$ cat src/rtl/i2s_oversampled_rx.sv
// I2S receiver running entirely in the sys_clk domain: oversamples bclk/lrclk/data,
// deserialises left/right words and emits a stereo pair with a single-cycle valid pulse.
module i2s_oversampled_rx #(
  parameter int unsigned I2S_WIDTH      = 24,
  parameter int unsigned SLOT_WIDTH     = 32,
  parameter int unsigned SYNC_STAGES    = 2,
  parameter int unsigned TIMEOUT_CYCLES = 256
) (
  input  logic                 sys_clk,
  input  logic                 sys_rst,
  input  logic                 i2s_bclk,
  input  logic                 i2s_lrclk,
  input  logic                 i2s_data,
  output logic [I2S_WIDTH-1:0] left_sample,
  output logic [I2S_WIDTH-1:0] right_sample,
  output logic                 sample_valid,
  output logic                 frame_error,
  output logic                 link_up
);

  localparam int unsigned CntW = $clog2(SLOT_WIDTH + 1);
  localparam int unsigned TmoW = $clog2(TIMEOUT_CYCLES + 1);
  localparam logic [CntW-1:0] WordLen = CntW'(I2S_WIDTH);
  localparam logic [TmoW-1:0] TmoMax  = TmoW'(TIMEOUT_CYCLES);

  logic [SYNC_STAGES-1:0] bclk_sync_q, ws_sync_q, data_sync_q;
  logic                   bclk_s, ws_s, data_s;
  logic                   bclk_prev_q, bclk_rise;

  logic                 ws_dly_q, ws_dly_d;
  logic                 ws_prev_q, ws_prev_d;
  logic                 aligned_q, aligned_d;
  logic                 left_done_q, left_done_d;
  logic [CntW-1:0]      bit_cnt_q, bit_cnt_d;
  logic [I2S_WIDTH-1:0] shift_q, shift_d;
  logic [I2S_WIDTH-1:0] left_hold_q, left_hold_d;
  logic [TmoW-1:0]      tmo_q, tmo_d;
  logic [I2S_WIDTH-1:0] left_q, left_d;
  logic [I2S_WIDTH-1:0] right_q, right_d;
  logic                 valid_q, valid_d;
  logic                 ferr_q, ferr_d;
  logic                 link_q, link_d;

  // Synchronisers carry no reset; they flush within SYNC_STAGES cycles.
  always_ff @(posedge sys_clk) begin
    bclk_sync_q[0] <= i2s_bclk;
    ws_sync_q[0]   <= i2s_lrclk;
    data_sync_q[0] <= i2s_data;
    for (int i = 1; i < int'(SYNC_STAGES); i++) begin
      bclk_sync_q[i] <= bclk_sync_q[i-1];
      ws_sync_q[i]   <= ws_sync_q[i-1];
      data_sync_q[i] <= data_sync_q[i-1];
    end
    bclk_prev_q <= bclk_s;
  end

  assign bclk_s    = bclk_sync_q[SYNC_STAGES-1];
  assign ws_s      = ws_sync_q[SYNC_STAGES-1];
  assign data_s    = data_sync_q[SYNC_STAGES-1];
  assign bclk_rise = bclk_s & ~bclk_prev_q;

  always_comb begin
    ws_dly_d    = ws_dly_q;
    ws_prev_d   = ws_prev_q;
    aligned_d   = aligned_q;
    left_done_d = left_done_q;
    bit_cnt_d   = bit_cnt_q;
    shift_d     = shift_q;
    left_hold_d = left_hold_q;
    tmo_d       = tmo_q;
    left_d      = left_q;
    right_d     = right_q;
    valid_d     = 1'b0;
    ferr_d      = 1'b0;

    if (bclk_rise) begin
      tmo_d     = '0;
      ws_dly_d  = ws_s;
      ws_prev_d = ws_dly_q;
      // The bit on this edge belongs to ws_dly_q (one-bit WS lead).
      if (ws_dly_q != ws_prev_q) begin
        if (!aligned_q) begin
          aligned_d = 1'b1;
        end else if (bit_cnt_q < WordLen) begin
          ferr_d      = 1'b1;
          left_done_d = 1'b0;
        end
        if (!ws_dly_q) begin
          left_done_d = 1'b0;
        end
        bit_cnt_d = CntW'(1);
        shift_d   = {{(I2S_WIDTH-1){1'b0}}, data_s};
      end else if (bit_cnt_q < WordLen) begin
        shift_d   = {shift_q[I2S_WIDTH-2:0], data_s};
        bit_cnt_d = bit_cnt_q + CntW'(1);
        if (aligned_q && (bit_cnt_d == WordLen)) begin
          if (!ws_dly_q) begin
            left_hold_d = shift_d;
            left_done_d = 1'b1;
          end else if (left_done_q) begin
            left_d      = left_hold_q;
            right_d     = shift_d;
            valid_d     = 1'b1;
            left_done_d = 1'b0;
          end
        end
      end
    end else if (tmo_q != TmoMax) begin
      tmo_d = tmo_q + TmoW'(1);
    end

    if (tmo_d == TmoMax) begin
      aligned_d   = 1'b0;
      left_done_d = 1'b0;
    end
    link_d = aligned_d && (tmo_d != TmoMax);
  end

  always_ff @(posedge sys_clk) begin
    if (sys_rst) begin
      // Track the live word select so a reset mid-slot does not fake a slot start.
      ws_dly_q    <= ws_s;
      ws_prev_q   <= ws_s;
      aligned_q   <= 1'b0;
      left_done_q <= 1'b0;
      bit_cnt_q   <= '0;
      shift_q     <= '0;
      left_hold_q <= '0;
      tmo_q       <= '0;
      left_q      <= '0;
      right_q     <= '0;
      valid_q     <= 1'b0;
      ferr_q      <= 1'b0;
      link_q      <= 1'b0;
    end else begin
      ws_dly_q    <= ws_dly_d;
      ws_prev_q   <= ws_prev_d;
      aligned_q   <= aligned_d;
      left_done_q <= left_done_d;
      bit_cnt_q   <= bit_cnt_d;
      shift_q     <= shift_d;
      left_hold_q <= left_hold_d;
      tmo_q       <= tmo_d;
      left_q      <= left_d;
      right_q     <= right_d;
      valid_q     <= valid_d;
      ferr_q      <= ferr_d;
      link_q      <= link_d;
    end
  end

  assign left_sample  = left_q;
  assign right_sample = right_q;
  assign sample_valid = valid_q;
  assign frame_error  = ferr_q;
  assign link_up      = link_q;

endmodule

$ cat config.mk
export PLATFORM = sky130hd
export DESIGN_NAME = i2s_oversampled_rx
export DESIGN_NICKNAME = d
export VERILOG_FILES = /design/src/rtl/i2s_oversampled_rx.sv
export SDC_FILE = /design/constraint.sdc
export NUM_CORES = 1
export LEC_CHECK = 0
export CAP_MARGIN = 40
export CORE_ASPECT_RATIO = 0.5
export CORE_UTILIZATION = 30
export CTS_CLUSTER_SIZE = 14
export DETAILED_ROUTE_END_ITERATION = 12
export GPL_TIMING_DRIVEN = 1
export MAX_ROUTING_LAYER = met4
export PLACE_DENSITY = 0.59
export SYNTH_ARGS = -nofsm -noshare
export SYNTH_HDL_FRONTEND = slang
export SYNTH_SLANG_ARGS = --single-unit
$ cat constraint.sdc
create_clock -name sys_clk -period 2 [get_ports sys_clk]
set_input_delay 0.5 -clock sys_clk [delete_from_list [all_inputs] [get_ports sys_clk]]
set_output_delay 0.5 -clock sys_clk [all_outputs]
set_load 0.01 [all_outputs]
Word-level counts from Yosys, hierarchy flattened
Index checks and enable logic that the tools add are counted.
{ "totals": {"ff_bits": 124, "input_bits": 5, "out_inout_bits": 51} }
{ "op_classes": {"add_sub_neg": 2, "order_cmp": 1, "n_eq_ne": 7, "mux": 22, "bitwise": 8, "n_reduce_logical": 12} }
{ "ops": {"columns": ["operator", "n"], "rows": [
  ["$mux W23", 2],
  ["$mux W9", 2],
  ["$ne A9 B9 Y1 const B", 2],
  ["$mux W1", 16],
  ["$mux W6", 2],
  ["$reduce_and A5 Y1", 2],
  ["$add A9 B1 Y9 const B", 1],
  ["$eq A9 B9 Y1 const B", 1],
  ["$not A1 Y1", 7],
  ["$add A6 B1 Y6 const B", 1],
  ["$eq A6 B5 Y1 const B", 1],
  ["$lt A6 B5 Y1 const B", 1],
  ["$reduce_and A6 Y1", 1],
  ["$reduce_bool A2 Y1", 3],
  ["$reduce_or A6 Y1", 1],
  ["$reduce_or A4 Y1", 1],
  ["$ne A3 B3 Y1 const B", 1],
  ["$logic_and A1 B1 Y1", 2],
  ["$ne A2 B1 Y1 const B", 1],
  ["$reduce_and A2 Y1", 1],
  ["$reduce_or A2 Y1", 1],
  ["$and A1 B1 Y1", 1],
  ["$ne A1 B1 Y1", 1]
]} }

Longest topological paths before layout
Gate-level depths: netlist of run 1.
{ "logic_depth": {"depth_word": 6, "mapped_depth": 7} }

Worst setup path after synthesis of run 1
OpenSTA, ideal clock, no wires.
{ "synth_timing": {"path_type": "reg2reg", "from": "reg ws_dly_q", "to": "reg left_q[0] (netlist: left_sample[0])", "setup_ns": 0.072, "t_arrival_ns": 1.735, "t_required_ns": 1.928, "slack_ns": 0.193, "stages_incl_launch_ff": 8, "n_path_buf": 2, "period_less_slack_ns": 1.807, "path_cell_list": "edfxtp_1 > inv_1 > ha_1 > nand3b_1 > nor4_4 > buf_6 > buf_8 > mux2i_1"} }
{ "synth_between": {"elab_chain_len": 3} }
{ "synth_rtl": {"columns": ["element", "line_no", "source"], "rows": [
  ["start: declaration", "30", "logic ws_dly_q, ws_dly_d;"],
  ["start signal: assignment", "122", "ws_dly_q <= ws_s;"],
  ["start signal: assignment", "136", "ws_dly_q <= ws_dly_d;"],
  ["$ne A1 B1 Y1", "81", "if (ws_dly_q != ws_prev_q) begin"],
  ["$not A1 Y1 (no line)", null, null],
  ["$reduce_and A6 Y1 (no line) (*)", null, null],
  ["end signal: assignment", "144", "left_q <= left_d;"],
  ["end: declaration", "38", "logic [I2S_WIDTH-1:0] left_q, left_d;"]
]} }
Mark *: on every way between the ends. The rest lies on a longest branch, timed or not.
A chain may end at the register's enable or synchronous reset.

Worst setup path in the final report of run 1
{ "layout_timing": {"from": "reg ws_dly_q", "to": "reg right_q[16] (netlist: right_sample[16])"} }
{ "layout_between": {"elab_chain_len": 3} }
{ "layout_rtl": {"columns": ["element", "line_no", "source"], "rows": [
  ["$ne A1 B1 Y1", "81", null],
  ["$not A1 Y1 (no line)", null, null],
  ["$reduce_and A6 Y1 (no line) (*)", null, null],
  ["end signal: assignment", "145", "right_q <= right_d;"],
  ["end: declaration", "39", "logic [I2S_WIDTH-1:0] right_q, right_d;"]
]} }
Marked as above.

==> results of run 1 <==
-- power breakdown --
part / switching, mW / leakage [nW] / internal [mW]
sequential: 0.0189 / 0.998 / 2.48
combinational: 0.106 / 0.916 / 0.100
clock: 1.12 / 0.305 / 2.21
-- registers in the layout (all words and copies together), names as in the netlist, 2 cells and up --
| register | count |
|---|---|
| tmo_q | 9 |
| bclk_sync_q | 2 |
| bit_cnt_q | 6 |
| left_hold_q | 24 |
| data_sync_q | 2 |
| left_sample | 24 |
| ws_sync_q | 2 |
| shift_q | 23 |
| right_sample | 24 |
-- timing repair --
item | in CTS | in global routing
buffers inserted | 0 | 3
setup endpoints to repair | 0 | 56
endpoints found under the hold margin | 0 | 0
resized for setup | 0 | 13
-- routing by layer --
metal,vias to the layer above,routed length [um]
met5,-,0
met3,10,323
met4,0,106
met2,46,4350
met1,1617,5130
li1,1750,-
-- cells by family (layout without fill, tap and decap cells) --
kind of cell	Yosys count	count (layout)	share of synthesized area (%)
and+or+nand+nor	181	181	21.1
xor gates and xnor gates	8	8	1.44
muxes	75	75	15.4
DFF	123	123	50.9
AOI/OAI and AO/OA	46	46	6.21
adders and majority gates	5	5	1.28
buffers and inverters	33	115	3.64
-- metrics by stage --
stage	util [%]	cells	power, mW	hold WS (ps)	instance area (um2)
after floorplan	-	471	2.68	310	4880
after global placement	36.7	736	2.75	311	5740
after detailed placement	36.7	736	2.75	315	5740
after CTS	40.8	768	6.12	329	6390
after global routing	41.7	774	6.28	341	6520
final	41.7	774	6.04	327	6520
-- cell type report --
cell class,instances,area (um2),area share (%)
inverters,5,18.8,0.288
flip-flops and latches,123,2480,38.1
repair buffers,78,833,12.8
clock inverters,15,220,3.38
well taps,221,277,4.24
multi-input cells,315,2270,34.7
clock buffers,17,425,6.52
-- how the worst min path moves through the flow --
stage,start,to,cells past startpoint
floorplan,bclk_sync_q[0]$_DFF_P_,bclk_sync_q[1]$_DFF_P_,0
global placement,bclk_sync_q[0]$_DFF_P_,bclk_sync_q[1]$_DFF_P_,0
detailed placement,bclk_sync_q[0]$_DFF_P_,bclk_sync_q[1]$_DFF_P_,0
CTS,bclk_sync_q[0]$_DFF_P_,bclk_sync_q[1]$_DFF_P_,0
global route,data_sync_q[0]$_DFF_P_,data_sync_q[1]$_DFF_P_,0
finish,bclk_sync_q[0]$_DFF_P_,bclk_sync_q[1]$_DFF_P_,0
-- cell usage in the layout, fill, tap and decap left out, types with 2 or more instances in the layout --
cell type        instances
nand3_1                  3
xnor2_1                  4
edfxtp_1                 2
a31oi_1                  2
clkinv_1                 2
mux2i_1                 72
buf_6                    4
o21ai_0                  4
dfxtp_1                121
clkbuf_16               19
a21oi_1                 10
or3_1                    2
xor2_1                   4
nor3_1                   3
ha_1                     3
a22oi_1                 24
buf_12                   5
buf_4                   11
nand4_1                  4
nor2b_1                  3
clkinvlp_4               3
inv_1                    4
mux2_2                   2
nand2b_1                98
bufinv_16                5
nor2_1                  42
clkdlybuf4s50_1         53
inv_6                    3
nand3b_1                 2
nor4_1                   2
nand2_1                 11
-- worst max-delay path, delay by kind of cell, from the launching register on --
family                   cells  cell delay, ps
adder cells (fa/ha/maj)      1             200
AND/OR/NAND/NOR              2             590
flip-flops                   1             410
buffers and inverters        3             500
multiplexers                 1             180
-- cell usage after synthesis (all sizes together) (2+ instances only) --
library cell / n / share of area (%)
nor4: 4 / 0.95
edfxtp: 2 / 1.2
mux2: 2 / 0.46
a21oi: 11 / 1.1
ha: 5 / 1.3
xor2: 4 / 0.72
o21ai: 6 / 0.62
nand2: 11 / 0.85
nor2b: 3 / 0.38
nor2: 43 / 3.4
buf: 8 / 1.7
nor4b: 2 / 0.36
mux2i: 73 / 15
xnor2: 4 / 0.72
nor3: 3 / 0.31
inv: 5 / 0.38
nand3: 3 / 0.31
dfxtp: 121 / 50
or3: 2 / 0.26
nand3b: 2 / 0.31
nand4: 4 / 0.51
a22oi: 24 / 3.7
a31oi: 2 / 0.26
clkbuf: 20 / 1.5
nand2b: 98 / 13
==> flow_metrics.py, run 1 <==
metrics = {
    "critical_path": {
        "reg2reg_to": "right_sample[16]$_SDFFE_PP0P_",
        "reg2reg_depth": 7,
        "worstReg2RegStart": "ws_dly_q$_DFFE_PP_",
        "worst_setup_path_end_kind": "register",
        "worstPathCellList": "inv_2 > ha_4 > nand3b_1 > nor4_4 > buf_6 > clkbuf_16 > mux2i_1",
        "critPathArrivalTime_ps": 2300,
        "rrSetupSlack_ps": 40,
        "cp-start-kind": "register",
        "crit_type": "reg -> reg",
        "worstPathRequired_ps": 2340,
        "cp_slowest_stage_delay_ps": 410,
        "crit_end": "right_sample[16]$_SDFFE_PP0P_",
        "cpMaxStageDelayCell": "edfxtp_1",
        "crit_start": "ws_dly_q$_DFFE_PP_",
        "critPathMaxFanout": 7,
    },
    "placed_design": {
        "gp_routability_congestion": 0.815,
        "place_ws_ps": 59.8,
        "port_buffers": 55,
        "dpl.hpwl_mm": 6.19,
    },
    "floorplan": {
        "core_area_mm2": 0.0157,
        "io_pins": 56,
        "floorplan.rows": 32,
        "die_y_um": 92.2,
        "start_util_pct": 31.2,
        "die_w_um": 182,
        "dieArea_mm2": 0.0168,
    },
    "timing": {
        "grt_setup_unrepaired": "yes",
        "fin_worst_skew_ps": 8.12,
        "finalCritPeriodShare_pct": 98.0,
        "setup-violations-final": 0,
        "setup_ws_ps": 40.3,
        "hold_viol": 0,
        "fin_setup_tns_ps": 0,
        "slew_headroom_pct": 63.3,
        "fin_crit_ps": 1960,
        "worst_pin_slew_ps": 548,
        "maxSlewViolCount": 0,
        "max_freq_mhz": 510,
    },
    "clock_tree": {
        "clock-sinks": 123,
        "htreeDepth": 4,
        "clock_latency_ps": 410,
        "clk_pin_slew_ps": 60,
        "numCtsBuffers": 17,
        "cts_hold_buffers": 0,
        "cts_root_buffer": "clkbuf_16",
        "clockBufferDepth": 2,
        "cts_tree": "yes",
    },
    "grt": {
        "grt_overflow_total": 0,
        "grt_util_met1_pct": 15.3,
        "gr-usage-met3_pct": 3.89,
        "busiest_layer": "met2",
        "grt_pass1_wl_mm": 16.0,
        "grt_usage_pct": 12.2,
        "grt_max_degree": 74,
        "antenna_found_initial": 0,
        "use_met2_pct": 18.4,
        "grt_pass1_vias": 3313,
    },
    "final_layout": {
        "layout.nets": 550,
        "areaGrowthSynthToFinish_pct": 33.7,
        "drive_gt1_share_pct": 12.5,
        "antennaDiodeCount": 0,
        "nFillCells": 1532,
    },
    "logic_synthesis": {
        "synth_flop_cell": "dfxtp_1",
        "synth_seq_cells": 123,
        "synth-seq-area-share_pct": 50.9,
        "syn_nets": 481,
        "syn_inst": 471,
        "synth_edf_count": 2,
        "synth_async_sr_flop_share_pct": 0,
        "synth_area_mm2": 0.00488,
        "yosysUniqueCellTypes": 41,
        "avgSynthCellArea_um2": 10.4,
        "ys_warn_count": 0,
    },
    "drt": {
        "drc": 0,
        "drt_wl_total_mm": 9.92,
        "via_per_inst": 4.42,
        "antenna_left": 0,
        "initialDrtViolationCount": 206,
        "dr.pass1.iters": 4,
        "routedWlPerCell_um": 12.8,
        "vias": 3423,
    },
    "status": {
        "status": "completed",
    },
    "pwr": {
        "leakagePower_nw": 2.22,
        "vdd_drop_max_v": 0.000656,
        "cellPowerDensity_mw_per_mm2": 926,
    },
    "hold_path": {
        "hold_class": "reg -> reg",
    },
    "flow_run": {
        "drv_cap": 0,
    },
}
(Power assumes the default switching activity.)
==> inputs of run 2 (changes only) <==
--- a/config.mk
+++ b/config.mk
@@ -12,7 +12,7 @@
 export DETAILED_ROUTE_END_ITERATION = 12
 export GPL_TIMING_DRIVEN = 1
 export MAX_ROUTING_LAYER = met4
-export PLACE_DENSITY = 0.59
+export PLACE_DENSITY = 0.61
 export SYNTH_ARGS = -nofsm -noshare
 export SYNTH_HDL_FRONTEND = slang
 export SYNTH_SLANG_ARGS = --single-unit
==> constraint.sdc (replaced) <==
create_clock -name sys_clk -period 1.7 [get_ports sys_clk]
set_input_delay 0.425 -clock sys_clk [delete_from_list [all_inputs] [get_ports sys_clk]]
set_output_delay 0.425 -clock sys_clk [all_outputs]
set_load 0.01 [all_outputs]
==> flow_metrics.py, run 2 (same netlist as run 1, synthesis figures left out) <==
metrics = {
    "timing": {
        "fin_worst_skew_ps": 7.43,
        "fin_crit_ps": 1870,
        "setup_ws_ps": -168,
        "fin_setup_tns_ps": -9120,
        "max_freq_mhz": 535,
        "hold_viol": 0,
        "slew_headroom_pct": 81.8,
        "worst_pin_slew_ps": 271,
        "grt_setup_unrepaired": "yes",
        "finalCritPeriodShare_pct": 110,
        "setup-violations-final": 74,
        "maxSlewViolCount": 0,
    },
    "critical_path": {
        "crit_type": "reg -> reg",
        "worstPathRequired_ps": 2030,
        "cpMaxStageDelayCell": "edfxtp_1",
        "worst_setup_path_end_kind": "register",
        "cp_slowest_stage_delay_ps": 400,
        "worstPathCellList": "inv_2 > ha_4 > nand3b_1 > buf_4 > nor4b_2 > o21ai_0 > a22oi_1",
        "critPathMaxFanout": 4,
        "cp-start-kind": "register",
        "critPathArrivalTime_ps": 2190,
    },
    "clock_tree": {
        "cts_hold_buffers": 0,
        "cts_root_buffer": "clkbuf_16",
        "numCtsBuffers": 17,
        "cts_tree": "yes",
        "clock_latency_ps": 410,
        "clock-sinks": 123,
        "htreeDepth": 4,
        "clk_pin_slew_ps": 50,
        "clockBufferDepth": 2,
    },
    "placed_design": {
        "dpl.hpwl_mm": 6.47,
        "port_buffers": 55,
        "gp_routability_congestion": 0.780,
        "place_ws_ps": -196,
        "placed_cell_area_mm2": 0.00589,
    },
    "drt": {
        "drc": 0,
        "routedWlPerCell_um": 13.2,
        "via_per_inst": 4.39,
        "initialDrtViolationCount": 223,
        "drt_wl_total_mm": 10.5,
        "dr.pass1.iters": 4,
        "antenna_left": 0,
        "vias": 3493,
    },
    "final_layout": {
        "stdcell_area_mm2": 0.00676,
        "drive_gt1_share_pct": 17.9,
        "areaGrowthSynthToFinish_pct": 38.5,
        "register_area_mm2": 0.00249,
        "final_common_cell": "dfxtp_1",
        "antennaDiodeCount": 0,
        "multiInputGateArea_mm2": 0.00232,
        "nFillCells": 1498,
        "layout.nets": 572,
        "layout_common_cells": "115 x dfxtp_1, 98 x nand2b_1, 73 x mux2i_1",
    },
    "status": {
        "violations": "setup timing",
        "status": "finished with violations",
    },
    "hold_path": {
        "hold_class": "reg -> reg",
    },
    "grt": {
        "grt_pass1_vias": 3421,
        "grt_max_degree": 88,
        "grt_pass1_wl_mm": 16.9,
        "grt_usage_pct": 13.2,
        "antenna_found_initial": 0,
        "grt_overflow_total": 0,
    },
    "floorplan": {
        "start_util_pct": 31.2,
        "core_area_mm2": 0.0157,
        "floorplan.rows": 32,
        "die_w_um": 182,
        "io_pins": 56,
        "dieArea_mm2": 0.0168,
        "die_y_um": 92.2,
    },
    "pwr": {
        "vdd_drop_max_v": 0.000756,
        "leakagePower_nw": 2.61,
        "cellPowerDensity_mw_per_mm2": 1060,
    },
    "flow_run": {
        "drv_cap": 0,
    },
}
## run 2: changes by cell type in the layout (fill, tap and decap cells not counted), moves of 3 or more
| cell | change |
|---|---|
| dfxtp_2 | +5 |
| dlygate4sd2_1 | +50 |
| buf_12 | +5 |
| buf_4 | +19 |
| clkdlybuf4s50_1 | -50 |
| dfxtp_1 | -6 |
| clkinvlp_4 | -3 |
## run 2: worst max-delay path, delay by kind of cell (launching register included)
kind | cells | cell delay [ps]
buf+inv | 2 | 310
simple gates | 2 | 590
flops | 1 | 400
fa+ha+maj | 1 | 200
compound gates | 2 | 280
## run 2: report_power, final
part	switching (mW)	internal, mW	total [mW]
logic	0.130	0.130	0.260
registers	0.0233	2.92	2.94
clock network	1.30	2.68	3.97
total	1.45	5.73	7.18
## run 2: layout make-up
class,count,share of cell area [%]
Sequential cell,123,36.9
Inverter,5,0.278
Clock inverter,10,2.78
Clock buffer,21,6.81
Multi-Input combinational cell,315,34.4
Timing Repair Buffer,100,14.8
Tap cell,221,4.09
## run 2: per-layer routing
metal | part of all wire, % | track usage [%] | up-vias
li1 | - | - | 1789
met1 | 51 | 16.1 | 1648
met2 | 45 | 20.9 | 46
met3 | 3.6 | 4.01 | 10
met4 | 0.82 | 4.41 | 0
met5 | 0 | - | -
## run 2: worst paths after layout
check                        endpoint  slack, ps  cells past startpoint                  from
max          left_done_q$_SDFFE_PP0P_       -170                      7    ws_dly_q$_DFFE_PP_
min              ws_sync_q[1]$_DFF_P_        330                      0  ws_sync_q[0]$_DFF_P_
max reg2reg  left_done_q$_SDFFE_PP0P_       -170                      7    ws_dly_q$_DFFE_PP_
min reg2reg      ws_sync_q[1]$_DFF_P_        330                      0  ws_sync_q[0]$_DFF_P_
## run 2: stage by stage
| step | hold WS [ps] | power (mW) | util [%] | instances |
|---|---|---|---|---|
| 2_1_floorplan | 310 | 3.16 | - | 471 |
| 3_3_place_gp | 313 | 3.25 | 37.6 | 751 |
| 3_5_place_dp | 320 | 3.25 | 37.6 | 751 |
| 4_1_cts | 333 | 7.25 | 42.4 | 789 |
| 5_1_grt | 350 | 7.43 | 43.2 | 795 |
| 6_report | 331 | 7.18 | 43.2 | 795 |
## run 2: repair_timing
action	4_1_cts	5_1_grt
pin swaps	3	4
setup endpoints to repair	123	94
setup buffers	5	5
resized for setup	78	11
gates cloned	2	2
==> inputs of run 3 (changes only) <==
--- a/config.mk
+++ b/config.mk
@@ -7,12 +7,12 @@
 export LEC_CHECK = 0
 export CAP_MARGIN = 40
 export CORE_ASPECT_RATIO = 0.5
-export CORE_UTILIZATION = 30
+export CORE_UTILIZATION = 55
 export CTS_CLUSTER_SIZE = 14
 export DETAILED_ROUTE_END_ITERATION = 12
 export GPL_TIMING_DRIVEN = 1
 export MAX_ROUTING_LAYER = met4
-export PLACE_DENSITY = 0.61
+export PLACE_DENSITY = 0.89
 export SYNTH_ARGS = -nofsm -noshare
 export SYNTH_HDL_FRONTEND = slang
 export SYNTH_SLANG_ARGS = --single-unit
==> constraint.sdc (replaced) <==
create_clock -name sys_clk -period 2.4 [get_ports sys_clk]
set_input_delay 0.6 -clock sys_clk [delete_from_list [all_inputs] [get_ports sys_clk]]
set_output_delay 0.6 -clock sys_clk [all_outputs]
set_load 0.01 [all_outputs]
==> flow_metrics.py, run 3 (same netlist as run 1, synthesis figures left out) <==
metrics = {
    "grt": {
        "antenna_found_initial": 0,
        "grt_overflow_total": 0,
        "grt_pass1_wl_mm": 15.3,
        "grt_pass1_vias": 3227,
        "grt_max_degree": 49,
        "grt_usage_pct": 22.3,
    },
    "floorplan": {
        "die_y_um": 68.6,
        "start_util_pct": 58.9,
        "die_w_um": 135,
        "floorplan.rows": 23,
        "dieArea_mm2": 0.00927,
        "io_pins": 56,
        "core_area_mm2": 0.00829,
    },
    "critical_path": {
        "worstPathRequired_ps": 2720,
        "worstReg2RegStart": "bit_cnt_q[0]$_SDFFE_PP0P_",
        "reg2reg_depth": 6,
        "critPathMaxFanout": 18,
        "crit_start": "bit_cnt_q[0]$_SDFFE_PP0P_",
        "rrSetupSlack_ps": 170,
        "crit_type": "reg -> reg",
        "worst_setup_path_end_kind": "register",
        "critPathArrivalTime_ps": 2550,
        "cp-start-kind": "register",
        "crit_end": "left_hold_q[13]$_SDFFE_PP0P_",
        "reg2reg_to": "left_hold_q[13]$_SDFFE_PP0P_",
    },
    "pwr": {
        "vdd_drop_max_v": 0.000515,
        "leakagePower_nw": 2.11,
        "cellPowerDensity_mw_per_mm2": 809,
        "p_total_mw": 4.98,
    },
    "timing": {
        "finalCritPeriodShare_pct": 92.8,
        "worst_pin_slew_ps": 481,
        "setup-violations-final": 0,
        "setup_ws_ps": 172,
        "fin_setup_tns_ps": 0,
        "fin_worst_skew_ps": 8.88,
        "final.hold.worst_slack_ps": 329,
        "maxSlewViolCount": 0,
        "grt_setup_unrepaired": "no",
        "slew_headroom_pct": 67.8,
        "max_freq_mhz": 449,
        "hold_viol": 0,
        "fin_crit_ps": 2230,
    },
    "placed_design": {
        "dpl.hpwl_mm": 5.61,
        "placed_cell_area_mm2": 0.00552,
        "place_ws_ps": 298,
        "dp.cells": 620,
        "port_buffers": 55,
        "gp_routability_congestion": 0.820,
    },
    "final_layout": {
        "areaGrowthSynthToFinish_pct": 26.2,
        "final_common_cell": "dfxtp_1",
        "antennaDiodeCount": 0,
        "drive_gt1_share_pct": 9.63,
        "layout_common_cells": "121 x dfxtp_1, 98 x nand2b_1, 73 x mux2i_1",
        "stdcell_area_mm2": 0.00615,
        "finish.utilization_pct": 74.3,
        "layout.nets": 537,
        "stdcell_count": 652,
    },
    "drt": {
        "routedWlPerCell_um": 14.2,
        "via_per_inst": 5.22,
        "drc": 0,
        "initialDrtViolationCount": 243,
        "dr.pass1.iters": 4,
        "antenna_left": 0,
        "vias": 3402,
        "drt_wl_total_mm": 9.27,
    },
    "clock_tree": {
        "clk_pin_slew_ps": 60,
        "htreeDepth": 4,
        "numCtsBuffers": 17,
        "cts_root_buffer": "clkbuf_16",
        "cts_setup_buffers": 0,
        "clock_latency_ps": 410,
        "clock-sinks": 123,
        "cts_hold_buffers": 0,
        "cts-resized-gates": 0,
        "cts_tree": "yes",
        "clockBufferDepth": 2,
    },
    "flow_run": {
        "drv_cap": 0,
    },
    "hold_path": {
        "hold_class": "reg -> reg",
    },
    "status": {
        "status": "completed",
    },
}
-- run 3: worst max-delay path, stage by stage (launching register included) --
cell,delay [ps]
dfxtp_1,360
ha_1,300
nor3_1,220
a31oi_1,140
nor4b_2,450
buf_4,400
mux2i_1,270
-- run 3: worst min path at each step --
stage	cells after the start	from	end
finish	0	ws_sync_q[0]$_DFF_P_	ws_sync_q[1]$_DFF_P_
global route	0	bclk_sync_q[0]$_DFF_P_	bclk_sync_q[1]$_DFF_P_
CTS	0	ws_sync_q[0]$_DFF_P_	ws_sync_q[1]$_DFF_P_
detailed placement	0	ws_sync_q[0]$_DFF_P_	ws_sync_q[1]$_DFF_P_
global placement	0	bclk_sync_q[0]$_DFF_P_	bclk_sync_q[1]$_DFF_P_
floorplan	0	bclk_sync_q[0]$_DFF_P_	bclk_sync_q[1]$_DFF_P_
-- run 3: report_power, final --
| group | total, mW | internal, mW | switching [mW] |
|---|---|---|---|
| Sequential | 2.08 | 2.07 | 0.0158 |
| Combinational | 0.149 | 0.0692 | 0.0794 |
| Clock | 2.75 | 1.76 | 0.986 |
-- run 3: final cells by class --
class                   count  area [um2]
clock buffers              17         425
inverters                   5        18.8
clock inverters            15         214
repair buffers             65         646
well taps                 112         140
fillers                   565        2130
flip-flops and latches    123        2480
multi-input cells         315        2230
-- run 3: layer usage --
metal,GRT usage [%],routed length [um],up-vias
li1,-,-,1725
met4,9.97,76,0
met5,-,0,-
met3,6.21,358,8
met1,25.6,4230,1607
met2,37.2,4600,62
